$ cat config.mk
export PLATFORM = sky130hd
export DESIGN_NAME = regfile_write_arbiter
export DESIGN_NICKNAME = d
export VERILOG_FILES = /design/src/rtl/regfile_pkg.sv /design/src/rtl/regfile_write_arbiter_rr_arbiter2.sv /design/src/rtl/regfile_write_arbiter.sv
export SDC_FILE = /design/constraint.sdc
export NUM_CORES = 1
export LEC_CHECK = 0
export CORE_UTILIZATION = 25
export CTS_CLUSTER_SIZE = 16
export DETAILED_ROUTE_END_ITERATION = 10
export PLACE_DENSITY_LB_ADDON = 0.08
export SYNTH_ARGS = -nofsm -noshare
export SYNTH_HDL_FRONTEND = slang
export SYNTH_SLANG_ARGS = --single-unit
$ cat constraint.sdc
create_clock -name clock -period 1.2 [get_ports clock]
set_input_delay 0.24 -clock clock [delete_from_list [all_inputs] [get_ports clock]]
set_output_delay 0.24 -clock clock [all_outputs]
set_load 0.05 [all_outputs]
$ cat src/rtl/regfile_pkg.sv
// regfile_pkg
// Shared constants and types for the 32x64 register file and its write-side
// logic. The register file, the write arbiter and their benches all import
// this package so the geometry is defined in exactly one place.
//   DATA_WIDTH : register data width
//   ADDR_WIDTH : register address width
//   NUM_REGS   : number of registers (2**ADDR_WIDTH)
//   ZERO_REG   : hardwired-zero register; writes to it are discarded
//   req_id_t   : identifies a writeback requester (ALU result or memory load)
package regfile_pkg;

   localparam int DATA_WIDTH = 64;
   localparam int ADDR_WIDTH = 5;
   localparam int NUM_REGS   = 32;
   localparam int ZERO_REG   = 31;

   // Encoding doubles as the grant/request bit index: bit 0 = ALU, bit 1 = MEM.
   typedef enum logic {
      REQ_ALU = 1'b0,
      REQ_MEM = 1'b1
   } req_id_t;

endpackage

$ cat src/rtl/regfile_write_arbiter_rr_arbiter2.sv
// rr_arbiter2
// Two-way round-robin arbiter. When both requesters ask, the one that did not
// win the most recent accepted transfer is granted, so a requester that stays
// valid waits at most one cycle.
//   clk    : clock, all state on the rising edge
//   srst   : synchronous active-high reset (priority returns to "MEM won last")
//   req    : request vector, bit 0 = ALU, bit 1 = MEM
//   accept : a granted request actually transferred this cycle
//   gnt    : one-hot (or zero) grant vector, combinational from req and state
module rr_arbiter2
   import regfile_pkg::*;
(
   input  logic       clk,
   input  logic       srst,
   input  logic [1:0] req,
   input  logic       accept,
   output logic [1:0] gnt
);

   req_id_t last_grant_reg;
   req_id_t last_grant_next;

   always_ff @(posedge clk) begin
      if (srst) begin
         // "MEM won last" makes the ALU win the first tie after reset.
         last_grant_reg <= REQ_MEM;
      end else begin
         last_grant_reg <= last_grant_next;
      end
   end

   always_comb begin
      gnt             = 2'b00;
      last_grant_next = last_grant_reg;
      if (req == 2'b11) begin
         gnt = (last_grant_reg == REQ_ALU) ? 2'b10 : 2'b01;
      end else begin
         gnt = req;
      end
      // Priority only moves when a transfer really happens; a grant that is
      // masked (e.g. by reset) must not rotate the priority.
      if (accept) begin
         last_grant_next = gnt[1] ? REQ_MEM : REQ_ALU;
      end
   end

endmodule

$ cat src/rtl/regfile_write_arbiter.sv
// regfile_write_arbiter
// Shares the single register-file write port between the ALU writeback path
// and the memory-load path. Arbitrates round-robin, registers the winning
// write onto D/DA/W, drops writes to the zero register, and keeps a pending
// write scoreboard for the issue logic's hazard checks.
//   clock, reset            : clock and synchronous active-high reset
//   alu_valid/ready/addr/data : ALU writeback request (valid/ready handshake)
//   mem_valid/ready/addr/data : load writeback request (valid/ready handshake)
//   reserve_valid/addr      : issue logic marks a destination register pending
//   rf_D, rf_DA, rf_W       : register file write data, address and enable
//   busy                    : bit i set while register i has a write pending
module regfile_write_arbiter #(
   parameter int DATA_WIDTH = regfile_pkg::DATA_WIDTH,
   parameter int ADDR_WIDTH = regfile_pkg::ADDR_WIDTH,
   parameter int NUM_REGS   = regfile_pkg::NUM_REGS,
   parameter int ZERO_REG   = regfile_pkg::ZERO_REG
) (
   input  logic                  clock,
   input  logic                  reset,
   input  logic                  alu_valid,
   output logic                  alu_ready,
   input  logic [ADDR_WIDTH-1:0] alu_addr,
   input  logic [DATA_WIDTH-1:0] alu_data,
   input  logic                  mem_valid,
   output logic                  mem_ready,
   input  logic [ADDR_WIDTH-1:0] mem_addr,
   input  logic [DATA_WIDTH-1:0] mem_data,
   input  logic                  reserve_valid,
   input  logic [ADDR_WIDTH-1:0] reserve_addr,
   output logic [DATA_WIDTH-1:0] rf_D,
   output logic [ADDR_WIDTH-1:0] rf_DA,
   output logic                  rf_W,
   output logic [NUM_REGS-1:0]   busy
);

   import regfile_pkg::*;

   localparam logic [ADDR_WIDTH-1:0] ZERO_ADDR = ADDR_WIDTH'(ZERO_REG);

   logic [1:0]            gnt;
   logic                  xfer;
   logic [ADDR_WIDTH-1:0] win_addr;
   logic [DATA_WIDTH-1:0] win_data;

   logic [DATA_WIDTH-1:0] rf_d_reg;
   logic [ADDR_WIDTH-1:0] rf_da_reg;
   logic                  rf_w_reg;
   logic [NUM_REGS-1:0]   busy_reg;

   rr_arbiter2 u_arb (
      .clk    (clock),
      .srst   (reset),
      .req    ({mem_valid, alu_valid}),
      .accept (xfer),
      .gnt    (gnt)
   );

   // Ready is masked during reset so nothing is accepted on a reset edge.
   // It deliberately ignores rf_W: the register file never back-pressures.
   assign alu_ready = gnt[REQ_ALU] & ~reset;
   assign mem_ready = gnt[REQ_MEM] & ~reset;
   assign xfer      = alu_ready | mem_ready;

   assign win_addr = mem_ready ? mem_addr : alu_addr;
   assign win_data = mem_ready ? mem_data : alu_data;

   always_ff @(posedge clock) begin
      if (reset) begin
         rf_d_reg  <= '0;
         rf_da_reg <= '0;
         rf_w_reg  <= 1'b0;
      end else if (xfer) begin
         rf_d_reg  <= win_data;
         rf_da_reg <= win_addr;
         // A zero-register write completes its handshake but never strobes W.
         rf_w_reg  <= (win_addr != ZERO_ADDR);
      end else begin
         rf_w_reg  <= 1'b0;
      end
   end

   // Scoreboard: one flop per register. The clear is keyed off the registered
   // write so the bit falls on the same edge the register file captures data.
   // A reservation on that same edge belongs to a newer producer, so set wins.
   genvar gi;
   generate
      for (gi = 0; gi < NUM_REGS; gi++) begin : g_busy
         if (gi == ZERO_REG) begin : g_zero
            always_ff @(posedge clock) begin
               busy_reg[gi] <= 1'b0;
            end
         end else begin : g_bit
            logic set_bit;
            logic clr_bit;
            assign set_bit = reserve_valid && (reserve_addr == ADDR_WIDTH'(gi));
            assign clr_bit = rf_w_reg && (rf_da_reg == ADDR_WIDTH'(gi));
            always_ff @(posedge clock) begin
               if (reset) begin
                  busy_reg[gi] <= 1'b0;
               end else if (set_bit) begin
                  busy_reg[gi] <= 1'b1;
               end else if (clr_bit) begin
                  busy_reg[gi] <= 1'b0;
               end
            end
         end
      end
   endgenerate

   assign rf_D  = rf_d_reg;
   assign rf_DA = rf_da_reg;
   assign rf_W  = rf_w_reg;
   assign busy  = busy_reg;

endmodule

# Word-level counts from Yosys, hierarchy flattened
# Index checks and enable logic that the tools add are counted.
[word_totals] wordCells=265 in_bits=148 output_inout_bits=104 reg_bits=102
[classes] n_bitwise=5 n_mux=67 n_eq_ne=62 n_reduce_logical=96
[op_table] op="$eq A5 B5 Y1 const B" n=30
[op_table] op="$eq A5 B4 Y1 const B" n=16
[op_table] op="$mux W64" n=1
[op_table] op="$mux W1" n=63
[op_table] op="$logic_and A1 B1 Y1" n=62
[op_table] op="$reduce_bool A2 Y1" n=31
[op_table] op="$eq A5 B3 Y1 const B" n=8
[op_table] op="$eq A5 B2 Y1 const B" n=4
[op_table] op="$eq A5 B1 Y1 const B" n=2
[op_table] op="$logic_not A5 Y1" n=2
[op_table] op="$mux W5" n=1
[op_table] op="$ne A5 B5 Y1 const B" n=1
[op_table] op="$mux W2" n=2
[op_table] op="$and A1 B1 Y1" n=2
[op_table] op="$eq A2 B2 Y1 const B" n=1
[op_table] op="$not A1 Y1" n=2
[op_table] op="$reduce_or A2 Y1" n=1
[op_table] op="$or A1 B1 Y1" n=1

# Logic depth before layout (Yosys ltp)
# Gate-level depths: netlist of the first run.
[logic_depth] word_depth=6 mapped_depth=6 depth_no_buf=4

# Cells and area by module
# A second synthesis of the first run with hierarchy kept.
[unflattened] cells_unflattened=452 area_unflattened_um2=4615.7
[by_module_without_submodules] mod="regfile_write_arbiter" area_per_inst_um2=4561.9 n_inst=1 cells_per_inst=446 seq_area_each_um2=2021.9
[by_module_without_submodules] mod="rr_arbiter2" area_per_inst_um2=53.8 n_inst=1 cells_per_inst=6 seq_area_each_um2=20.0

# Worst setup path after synthesis of the first run
# OpenSTA, ideal clock, no wires.
[synth_timing] kind="input port to output port" from="input port reset" to="output port alu_ready" n_path_buf=2 stages=3 path_slack_ns=-0.730 required_ns=0.960 arrival_ns=1.690 cell_sequence="buf_2 clkbuf_1 nor3_1"
[synth_between] elab_chain_cells=2
[synth_lines] element="start: declaration" line="regfile_write_arbiter.sv:19" source="input logic reset,"
[synth_lines] element="$not A1 Y1" line="regfile_write_arbiter.sv:60" source="assign alu_ready = gnt[REQ_ALU] & ~reset;"
[synth_lines] element="$and A1 B1 Y1" line="regfile_write_arbiter.sv:60"
[synth_lines] element="end: declaration" line="regfile_write_arbiter.sv:21" source="output logic alu_ready,"
# Every way passes these cells.

# Worst setup path after layout of the first run
[layout_timing] from="register u_arb.last_grant_reg" to="register rf_d_reg[21], in the netlist rf_D[21]"
[layout_between] elab_chain_cells=4 word_cells_on_any_way=6 cone_classes="mux (3); bitwise (3)"
[layout_lines] element="start: declaration" line="regfile_write_arbiter_rr_arbiter2.sv:20" source="req_id_t last_grant_reg;"
[layout_lines] element="start signal: assignment" line="regfile_write_arbiter_rr_arbiter2.sv:28" source="last_grant_reg <= last_grant_next;"
[layout_lines] element="$mux W2 (*)" line="regfile_write_arbiter_rr_arbiter2.sv:36" source="gnt = (last_grant_reg == REQ_ALU) ? 2'b10 : 2'b01;"
[layout_lines] element="$mux W2 (*)" line="regfile_write_arbiter_rr_arbiter2.sv:35" source="if (req == 2'b11) begin"
[layout_lines] element="$and A1 B1 Y1, on equally long branches" line="regfile_write_arbiter.sv:61, regfile_write_arbiter.sv:60"
[layout_lines] element="$mux W64 / $or A1 B1 Y1 (equally long branches)" line="regfile_write_arbiter.sv:65, regfile_write_arbiter.sv:62"
[layout_lines] element="end signal: assignment" line="regfile_write_arbiter.sv:73" source="rf_d_reg <= win_data;"
[layout_lines] element="end: declaration" line="regfile_write_arbiter.sv:45" source="logic [DATA_WIDTH-1:0] rf_d_reg;"
# Mark *: on every way between the ends. The rest lies on a longest branch, timed or not.
# A chain may end at the register's enable or synchronous reset.

==> metrics.md, run 1 <==
| Metric | Value |
|---|---|
| Final Setup Violations | `71` |
| Clk pin slew, worst setup/hold paths | `roughly 0.070 ns` |
| Worst Setup Path Type | `register to register` |
| GR Overflow Total | `0` |
| Post-synth EDFFs | `0` |
| Clk Latency, worst-skew pair | `around 0.35 ns` |
| Cell internal pwr | `between 0.006 and 0.007 W` |
| Max reg flops | `64` |
| Place WS | `-0.655 ns` |
| Pleak | `3.50 nW` |
| First-pass DRT Iterations | `4` |
| Gate Count Post-Synth | `just under 500` |
| Critical Path End Type | `register` |
| Hold path startpoint | `busy[4]` |
| Starting density of the core | `25.8%` |
| Die width | `142 um` |
| Clk_skew | `0.00933 ns` |
| Metal-1 WL | `6700 um` |
| Clock network power share | `between 20 and 30%` |
| Row cnt | `50` |
| Clock root cell | `clkbuf_16` |
| Compound-Gate Fraction of Synth Area | `19.7%` |
| Simple-Gate Fraction of Synth Area | `17.8%` |
| CTS Sinks | `slightly above 100` |
| Final #Nets | `910` |
| Worst slew pin tran | `between 0.5 and 0.6 ns` |
| Mapped cell area | `0.00487 mm^2` |
| Final Power | `0.00988 W` |
| Gate power share | `32.9%` |
| Slew Limit Fails | `0` |
| Main combinational cell family by area after synthesis | `compound AO/OA/AOI/OAI gates` |
| Failing checks | `setup timing` |
| Final std cells w/o fill | `around 1000` |
| Max Fclk | `663 MHz` |
| Tot GR Track Use | `17.2%` |
| Hpwl dp | `13000 um` |
| Net Count, Synth | `639` |
| Layout fillers | `approximately 1700` |
| Seq/Total Area, Yosys | `between 40% and 50%` |
| Top layer in use | `met5` |
| Slew HR | `62.9%` |
| Ys async rst share | `0%` |
| Met3 WL post-DR | `1460 um` |
| Worst-case clock buffer depth | `2` |
| Vias | `between 4000 and 5000` |
| TritonCTS clock tree | `yes` |
| Drc violations | `0` |
| Inst Count DP | `997` |
| Final core occ | `between 50% and 60%` |
| Most frequent cells in the layout | `clkdlybuf4s50_1 (144), buf_12 (111), dfxtp_1 (95)` |
| FF-to-FF path depth | `6` |
| Share of post-route cells with drive strength above 1 | `41.1%` |
| Drt via density | `4.61` |
| Hold crit path type | `register to register` |
| Placeable Area | `0.0189 mm^2` |
| Vias in the first global route | `a little under 5000` |
| Worst r2r dst | `rf_D[21]` |
| Die Y | `142 um` |
| NetSw | `0.00304 W` |
| Sequential Power Share | `38.5%` |
| Required time worst endpoint | `1.44 ns` |
| Die Footprint | `0.0200 mm^2` |
| Worst path arrival time | `1.75 ns` |
| Post-synth top flop | `dfxtp_1` |
| Worst hold stages | `2` |
| Port Buffers | `250` |
| Drt total wl | `between 15000 and 20000 um` |
| Routed WL per cell | `17.1 um` |
| Antenna violations before repair | `3` |
| First-pass GRT wire length | `26400 um` |
| Tmin final | `approximately 1.5 ns` |
| Synthesis-stage register bit count | `102` |
| DRT iter0 DRCs | `123` |
| Netlist cell types | `33` |
| Routed met2 length | `9060 um` |
| Syn avg cell area | `9.92 um^2` |
| H-tree depth | `3` |
| Number of max-cap violations | `0` |
| Crit path max fanout | `14` |
| Placer congestion estimate | `0.827` |
| PwrDens | `1020 mW/mm^2` |
| CTS buffer count | `9` |
| Startpoint types | `register` |
| Most common cell after layout, fill and taps aside | `clkdlybuf4s50_1` |
| Worst r2r src | `u_arb.last_grant_reg` |
| Ports | `252` |
| Worst reg2reg setup slack | `-0.31 ns` |
| Synthesis Warnings | `0` |
| Largest net degree at the start of global routing | `62` |
| Synth Area in Adders | `0%` |
| Antenna-violating nets left | `0` |
| VDD IR max | `0.670 mV` |
| Final WS setup | `-0.309 ns` |
| Post-Synth XOR/XNOR Area | `0%` |
| Switching Share | `30.7%` |
| Final hold vios | `0` |
| Endpoint, Worst Hold | `busy[4]` |
| Status | `finished with violations` |
| Crit share post-route | `126%` |
| Post-synthesis mux area share | `14.2%` |
| RSZ-0062 raised after global routing | `yes` |
| Syn-to-layout area delta | `98.7%` |
## how the worst max path moves through the flow
stage	slack, ns	end	cells after the start	from
after floorplan	-0.20	rf_W	5	u_arb.last_grant_reg
after global placement	-0.62	rf_D[45]	6	mem_valid
after detailed placement	-0.66	rf_D[17]	6	mem_valid
after CTS	-0.34	rf_D[21]	6	u_arb.last_grant_reg
after global routing	-0.34	rf_D[32]	6	u_arb.last_grant_reg
final	-0.31	rf_D[21]	6	u_arb.last_grant_reg
## per-stage QoR
| step | hold slack [ns] | instance area (um^2) | TNS (ns) |
|---|---|---|---|
| final | 0.515 | 9670 | -18.35 |
| after global routing | 0.538 | 9670 | -21.44 |
| after CTS | 0.517 | 9360 | -20.40 |
| after detailed placement | 0.502 | 8820 | -49.90 |
| after global placement | 0.501 | 8820 | -47.90 |
| after floorplan | 0.417 | 4910 | -8.33 |
## critical path: stages (launching register included)
cell       delay (ns)
dfxtp_2          0.33
a21bo_4          0.23
nor2_8           0.10
buf_6            0.19
clkbuf_16        0.23
mux2i_1          0.25
o21ai_2          0.07
## layer usage
layer | vias up | GRT usage [%]
met5 | - | 0
met3 | 25 | 6.04
met2 | 170 | 29.8
met1 | 2231 | 19.2
met4 | 2 | 6.90
li1 | 2312 | -
## cell usage after synthesis, types with 8 or more instances
library cell  instances  area [um^2]
dfxtp_1             102         2040
mux2i_1              69          691
nand3b_1             68          510
o21ai_2              68          596
nand2_1              36          135
a21oi_1              31          155
o21ai_1              23          115
clkbuf_1             22         82.6
buf_2                 8         40.0
nand2b_1              8         50.1
nor2_1                8         30.0
o21ai_0               8         40.0
## final cells by class
class / instances / area [um^2] / area share (%)
Clock buffer: 13 / 262 / 2.70
Antenna cell: 1 / 2.50 / 0.0259
Inverter: 3 / 11.3 / 0.116
Sequential cell: 102 / 2060 / 21.3
Multi-Input combinational cell: 346 / 2910 / 30.1
Timing Repair Buffer: 300 / 4080 / 42.2
Clock inverter: 3 / 17.5 / 0.181
Tap cell: 260 / 325 / 3.36
## kinds of logic after synthesis
| logic type | after synthesis |
|---|---|
| AO/OA/AOI/OAI | 135 |
| buffers and inverters | 43 |
| flip-flops | 102 |
| multiplexers | 69 |
| other | 1 |
| AND/OR/NAND/NOR | 141 |
## power groups by stage
stage | clock network (W) | logic (W) | registers, W
5_1_grt | 0.00308 | 0.00339 | 0.00383
2_1_floorplan | 0 | 0.000756 | 0.00444
4_1_cts | 0.00294 | 0.00311 | 0.00381
3_3_place_gp | 0 | 0.00295 | 0.00388
3_5_place_dp | 0 | 0.00298 | 0.00388
6_report | 0.00283 | 0.00325 | 0.00380
## repair_timing
action	4_1_cts	5_1_grt
pin swaps	3	5
buffers inserted	11	6
endpoints found under the setup margin	77	94
gates resized for setup	43	58
hold buffers	0	0
endpoints found under the hold margin	0	0
cloned	0	2
Power figures use the tool's default switching activity.
==> run 2: changes to the inputs <==
Settings changed: CORE_MARGIN set to 2.
==> run 2 against run 1 <==
  * Clock skew fell by 0.0035 ns
  * The run still ends with setup timing left
  * Sequential power barely moved
  * First-iteration DRC count rose by 16%
  * Clock power rose by 20%
==> metrics.md, run 2 (same netlist as run 1, synthesis figures left out) <==
| Metric | Value |
|---|---|
| Critical Path End Type | `output port (was register)` |
| Failing checks | `setup timing (unchanged)` |
| Pleak | `3.60 nW (was 3.50 nW)` |
| CTS buffer count | `9 (unchanged)` |
| Gate power share | `31.6% (was 32.9%)` |
| Placeable Area | `0.0193 mm^2 (was 0.0189 mm^2)` |
| Antenna violations before repair | `0 (was 3)` |
| Row cnt | `51 (was 50)` |
| Drt via density | `4.58 (was 4.61)` |
| Die width | `144 um (was 142 um)` |
| Area occupied by multi-input gates | `0.00288 mm^2 (was 0.00291 mm^2)` |
| Drt total wl | `17700 um (was 17600 um)` |
| Most common cell after layout, fill and taps aside | `clkdlybuf4s50_1 (unchanged)` |
| VDD IR max | `0.749 mV (was 0.670 mV)` |
| Tmin final | `1.58 ns (was 1.51 ns)` |
| Inst Count DP | `1004 (was 997)` |
| First-pass DRT Iterations | `4 (unchanged)` |
| Clock network power share | `32.2% (was 28.6%)` |
| Vias | `4755 (was 4740)` |
| Final std cells w/o fill | `1038 (was 1028)` |
| Switching Share | `30.1% (was 30.7%)` |
| Port Buffers | `250 (unchanged)` |
| FF-to-FF path depth | `7 (was 6)` |
| TritonCTS clock tree | `yes (unchanged)` |
| CTS Sinks | `102 (unchanged)` |
| Routed WL per cell | `17.1 um (about the same)` |
| Crit share post-route | `131% (was 126%)` |
| Cell internal pwr | `0.00735 W (was 0.00684 W)` |
| H-tree depth | `3 (unchanged)` |
| Status | `finished with violations (unchanged)` |
| Hold crit path type | `register to register (unchanged)` |
| Max reg flops | `64 (unchanged)` |
| Final hold vios | `0 (unchanged)` |
| Worst path arrival time | `1.34 ns (was 1.75 ns)` |
| Worst r2r src | `u_arb.last_grant_reg (unchanged)` |
| Worst-case clock buffer depth | `2 (unchanged)` |
| Placer congestion estimate | `0.886 (was 0.827)` |
| Seq. cell area | `0.00207 mm^2 (was 0.00206 mm^2)` |
| Final #Nets | `916 (was 910)` |
| Clk Latency, worst-skew pair | `0.35 ns (about the same)` |
| Syn-to-layout area delta | `103% (was 98.7%)` |
| Hpwl dp | `13200 um (was 13000 um)` |
| NetSw | `0.00317 W (was 0.00304 W)` |
| Required time worst endpoint | `0.96 ns (was 1.44 ns)` |
| Final WS setup | `-0.378 ns (was -0.309 ns)` |
| GR Overflow Total | `0 (unchanged)` |
| First-pass GRT wire length | `26500 um (was 26400 um)` |
| Slew Limit Fails | `0 (unchanged)` |
| Clock root cell | `clkbuf_16 (unchanged)` |
| Startpoint types | `register (unchanged)` |
| Setup TNS | `-18.15 ns (was -18.35 ns)` |
| Diodes inserted | `0 (was 1)` |
| Max Fclk | `634 MHz (was 663 MHz)` |
| Share of post-route cells with drive strength above 1 | `41.0% (was 41.1%)` |
| Layout fillers | `1738 (was 1709)` |
| RSZ-0062 raised after global routing | `yes (unchanged)` |
| Worst reg2reg setup slack | `-0.37 ns (was -0.31 ns)` |
| Worst Setup Path Type | `register to output port (was register to register)` |
| Sequential Power Share | `36.2% (was 38.5%)` |
| CP Capture Point | `mem_ready (was rf_D[21])` |
| Crit path max fanout | `2 (was 14)` |
| PwrDens | `1060 mW/mm^2 (was 1020 mW/mm^2)` |
| Tot GR Track Use | `16.7% (was 17.2%)` |
| Number of max-cap violations | `0 (unchanged)` |
| Drc violations | `0 (unchanged)` |
| Most frequent cells in the layout | `clkdlybuf4s50_1 (144), buf_12 (115), dfxtp_1 (91) (was clkdlybuf4s50_1 (144), buf_12 (111), dfxtp_1 (95))` |
| Final core occ | `51.2% (about the same)` |
| # hold bufs at CTS | `0 (unchanged)` |
| CP startpoint | `u_arb.last_grant_reg (unchanged)` |
| DRT iter0 DRCs | `143 (was 123)` |
| Die Y | `144 um (was 142 um)` |
| Place WS | `-0.778 ns (was -0.655 ns)` |
| Vias in the first global route | `4666 (was 4848)` |
| Antenna-violating nets left | `0 (unchanged)` |
| Final Setup Violations | `75 (was 71)` |
| Clk_skew | `0.00579 ns (was 0.00933 ns)` |
| Worst hold stages | `2 (unchanged)` |
| Worst r2r dst | `rf_DA[2] (was rf_D[21])` |
| Die Footprint | `0.0206 mm^2 (was 0.0200 mm^2)` |
| Starting density of the core | `25.3% (was 25.8%)` |
| Ports | `252 (unchanged)` |
| Largest net degree at the start of global routing | `39 (was 62)` |
| Clk pin slew, worst setup/hold paths | `0.07 ns (about the same)` |
-- run 2: timing repair --
action / in CTS / in global routing
endpoints found under the setup margin: 86 / 102
gates cloned: 2 / 2
setup buffers: 8 / 7
gates resized for setup: 41 / 65
pin swaps: 1 / 13
-- run 2: layout make-up --
cell class,instances,share of cell area (%)
flip-flops and latches,102,21.0
repair buffers,306,42.9
clock inverters,6,0.989
inverters,3,0.114
clock buffers,10,2.53
well taps,265,3.36
multi-input cells,346,29.2
-- run 2: metrics by stage --
| stage | hold WS [ns] | instance area (um^2) | total power, W |
|---|---|---|---|
| after floorplan | 0.417 | 4910 | 0.00519 |
| after global placement | 0.509 | 8900 | 0.00688 |
| after detailed placement | 0.508 | 8900 | 0.00691 |
| after CTS | 0.519 | 9540 | 0.0105 |
| after global routing | 0.530 | 9870 | 0.0109 |
| final | 0.498 | 9870 | 0.0105 |
-- run 2: power groups by stage --
stage          Clock (W)  Combinational [W]  Sequential (W)
2_1_floorplan          0           0.000756         0.00444
3_3_place_gp           0            0.00301         0.00387
3_5_place_dp           0            0.00303         0.00388
4_1_cts          0.00350            0.00319         0.00380
5_1_grt          0.00362            0.00347         0.00383
6_report         0.00339            0.00332         0.00380
-- run 2: critical path, cell delays in order (launching register included) --
cell and delay [ns]:
dfxtp_2 0.33, a21bo_4 0.23, nor2_8 0.11, buf_12 0.11, buf_12 0.09, buf_12 0.12
-- run 2: per-layer routing --
layer  vias up  track usage (%)  routed length (um)
met5         -                0                   0
met1      2225             20.3                7040
met2       188             28.2                8960
li1       2327                -                   -
met4         0             5.16                 238
met3        15             5.43                1470
-- run 2: how the worst min path moves through the flow --
stage	slack, ns	endpoint	startpoint
final	0.50	busy[5]	busy[5]
after global placement	0.51	busy[28]	busy[28]
after CTS	0.52	busy[22]	busy[22]
after global routing	0.53	rf_D[1]	alu_data[1]
after detailed placement	0.51	busy[22]	busy[22]
after floorplan	0.42	rf_DA[2]	alu_addr[2]
==> run 3: changes to the inputs <==
Settings changed: GPL_ROUTABILITY_DRIVEN set to 0.
==> run 3 against run 2 <==
  * The run still ends with setup timing left
  * Wire length is 0.53% lower
  * Final cell count is 0.87% higher
  * Worst hold slack hardly changed
  * Global-route usage is 0.39 points higher
  * First-iteration DRC count is 15% lower
  * Critical path type unchanged
  * Critical endpoint unchanged
  * Highest routed layer unchanged
==> metrics.md, run 3 (same netlist as run 1, synthesis figures left out) <==
| Metric | Value |
|---|---|
| Status | `finished with violations (unchanged)` |
| Failing checks | `setup timing (unchanged)` |
| RSZ-0062 raised after global routing | `yes (unchanged)` |
| CTS buffer count | `9 (unchanged)` |
| VDD IR max | `0.720 mV (was 0.749 mV)` |
| Die width | `144 um (unchanged)` |
| WP buf/inv | `3 (unchanged)` |
| Hold_ws | `0.497 ns (was 0.498 ns)` |
| Pleak | `3.66 nW (was 3.60 nW)` |
| Share of post-route cells with drive strength above 1 | `43.6% (was 41.0%)` |
| Dpl cell area | `0.00892 mm^2 (was 0.00890 mm^2)` |
| Worst reg2reg setup slack | `-0.34 ns (was -0.37 ns)` |
| Crit path largest cell delay | `0.33 ns (about the same)` |
| Slew Limit Fails | `0 (unchanged)` |
| Sequential Power Share | `36.3% (was 36.2%)` |
| Layout fillers | `1695 (was 1738)` |
| Ports | `252 (unchanged)` |
| Port Buffers | `250 (unchanged)` |
| Worst hold stages | `4 (was 2)` |
| Required time worst endpoint | `0.96 ns (about the same)` |
| Placeable Area | `0.0193 mm^2 (unchanged)` |
| Gate power share | `32.7% (was 31.6%)` |
| Hold crit path type | `input port to register (was register to register)` |
| Drt via density | `4.55 (was 4.58)` |
| Crit share post-route | `131% (about the same)` |
| CTS Sinks | `102 (unchanged)` |
| Final Setup Violations | `73 (was 75)` |
| Drc violations | `0 (unchanged)` |
| H-tree depth | `3 (unchanged)` |
| Vias in the first global route | `4904 (was 4666)` |
| Starting density of the core | `25.3% (unchanged)` |
| Switching Share | `29.6% (was 30.1%)` |
| Antenna violations before repair | `0 (unchanged)` |
| Clock root cell | `clkbuf_16 (unchanged)` |
| Critical Path Stages | `5 (unchanged)` |
| # hold bufs at CTS | `0 (unchanged)` |
| Hpwl dp | `13300 um (was 13200 um)` |
| Critical path's top delay family | `flip-flops (unchanged)` |
| Worst-case clock buffer depth | `2 (unchanged)` |
| Routed WL per cell | `16.8 um (was 17.1 um)` |
| Max reg flops | `64 (unchanged)` |
| Final WS setup | `-0.369 ns (was -0.378 ns)` |
| Most frequent cells in the layout | `clkdlybuf4s50_1 (144), buf_12 (116), dfxtp_1 (94) (was clkdlybuf4s50_1 (144), buf_12 (115), dfxtp_1 (91))` |
| Clk_skew | `0.00784 ns (was 0.00579 ns)` |
| Final #Nets | `925 (was 916)` |
| Row cnt | `51 (unchanged)` |
| Endpoint, Worst Hold | `rf_D[43] (was busy[5])` |
| Worst r2r dst | `rf_W (was rf_DA[2])` |
| Die Footprint | `0.0206 mm^2 (unchanged)` |
| Die Y | `144 um (unchanged)` |
| Crit path max fanout | `3 (was 2)` |
| Max Fclk | `637 MHz (was 634 MHz)` |
| GR Overflow Total | `0 (unchanged)` |
| Tmin final | `1.57 ns (was 1.58 ns)` |
| Drt total wl | `17600 um (was 17700 um)` |
| Clock network power share | `30.9% (was 32.2%)` |
| Worst path arrival time | `1.33 ns (was 1.34 ns)` |
| Clk pin slew, worst setup/hold paths | `0.07 ns (about the same)` |
| TritonCTS clock tree | `yes (unchanged)` |
| Crit path cell chain | `a21bo_4 > nor2_8 > buf_6 > buf_8 > buf_12 (was a21bo_4 > nor2_8 > buf_12 > buf_12 > buf_12)` |
| Antenna-violating nets left | `0 (unchanged)` |
| Clk Latency, worst-skew pair | `0.34 ns (was 0.35 ns)` |
| Startpoint types | `register (unchanged)` |
| NetSw | `0.00310 W (was 0.00317 W)` |
| PwrDens | `1040 mW/mm^2 (was 1060 mW/mm^2)` |
| Slowest CP cell | `dfxtp_2 (unchanged)` |
| Worst r2r src | `u_arb.last_grant_reg (unchanged)` |
| First-pass GRT wire length | `27000 um (was 26500 um)` |
| Worst Setup Path Type | `register to output port (unchanged)` |
| Tot GR Track Use | `17.1% (was 16.7%)` |
| Hold path startpoint | `reset (was busy[5])` |
| Vias | `4765 (was 4755)` |
| Diodes inserted | `0 (unchanged)` |
| Cell internal pwr | `0.00737 W (was 0.00735 W)` |
| Largest net degree at the start of global routing | `46 (was 39)` |
| Most common cell after layout, fill and taps aside | `clkdlybuf4s50_1 (unchanged)` |
| Finished Cell Area | `0.0101 mm^2 (was 0.00987 mm^2)` |
| FF-to-FF path depth | `7 (unchanged)` |
| Final hold vios | `0 (unchanged)` |
| Critical Path End Type | `output port (unchanged)` |
| First-pass DRT Iterations | `4 (unchanged)` |
| Syn-to-layout area delta | `107% (was 103%)` |
| DRT iter0 DRCs | `121 (was 143)` |
| Number of max-cap violations | `0 (unchanged)` |
| Setup TNS | `-19.11 ns (was -18.15 ns)` |
[run 3: cell count changes in the layout (fill, tap and decap cells not counted), moves of 4 or more]
cell     change
mux2i_1     -21
buf_8        +5
o21ai_1      -5
mux2i_4     +13
o21ai_0      +5
buf_4        +4
mux2i_2      +8
[run 3: tightest hold or removal path, delay by kind of cell]
family | cells | cell delay (ns)
AND/OR/NAND/NOR | 1 | 0.18
AO/OA/AOI/OAI | 1 | 0.06
buffers and inverters | 2 | 0.33
[run 3: layer usage]
metal | vias to the layer above | global-route usage (%) | routed length (um)
li1 | 2331 | - | -
met5 | - | 0 | 0
met1 | 2216 | 20.8 | 7070
met2 | 196 | 28.7 | 8690
met3 | 22 | 5.36 | 1510
met4 | 0 | 5.83 | 346
[run 3: how the worst max path moves through the flow]
stage                              start         to  slack (ns)
floorplan           u_arb.last_grant_reg       rf_W       -0.20
global placement               mem_valid    rf_D[0]       -0.75
detailed placement             mem_valid    rf_D[1]       -0.78
CTS                 u_arb.last_grant_reg  mem_ready       -0.39
global route        u_arb.last_grant_reg  mem_ready       -0.41
finish              u_arb.last_grant_reg  mem_ready       -0.37
[run 3: power by group through the flow]
stage | registers (W) | logic (W) | clock network (W)
after detailed placement | 0.00388 | 0.00304 | 0
after global routing | 0.00383 | 0.00358 | 0.00349
after global placement | 0.00387 | 0.00302 | 0
after floorplan | 0.00444 | 0.000756 | 0
final | 0.00380 | 0.00343 | 0.00324
after CTS | 0.00381 | 0.00330 | 0.00333
[run 3: final cells by class]
type	instances	area, um^2	area share, %
timing repair buffer	315	4290	42.5
multi-input combinational	346	3050	30.3
sequential	102	2060	20.5
tap	265	332	3.29
clock buffer	11	253	2.51
clock inverter	5	81.3	0.807
inverter	3	11.3	0.112
[run 3: timing repair]
action                                  4_1_cts  5_1_grt
pin swaps                                     0        3
endpoints found under the setup margin       85      105
resized for setup                            75       69
gates cloned                                  3        0
setup buffers                                15        7
[run 3: metrics by stage]
step,util [%],setup slack [ns],cells,power (W)
detailed placement,46.3,-0.777,1009,0.00692
global placement,46.3,-0.745,1009,0.00689
floorplan,-,-0.199,491,0.00519
global route,52.3,-0.413,1047,0.0109
CTS,50.8,-0.385,1043,0.0104
finish,52.3,-0.369,1047,0.0105
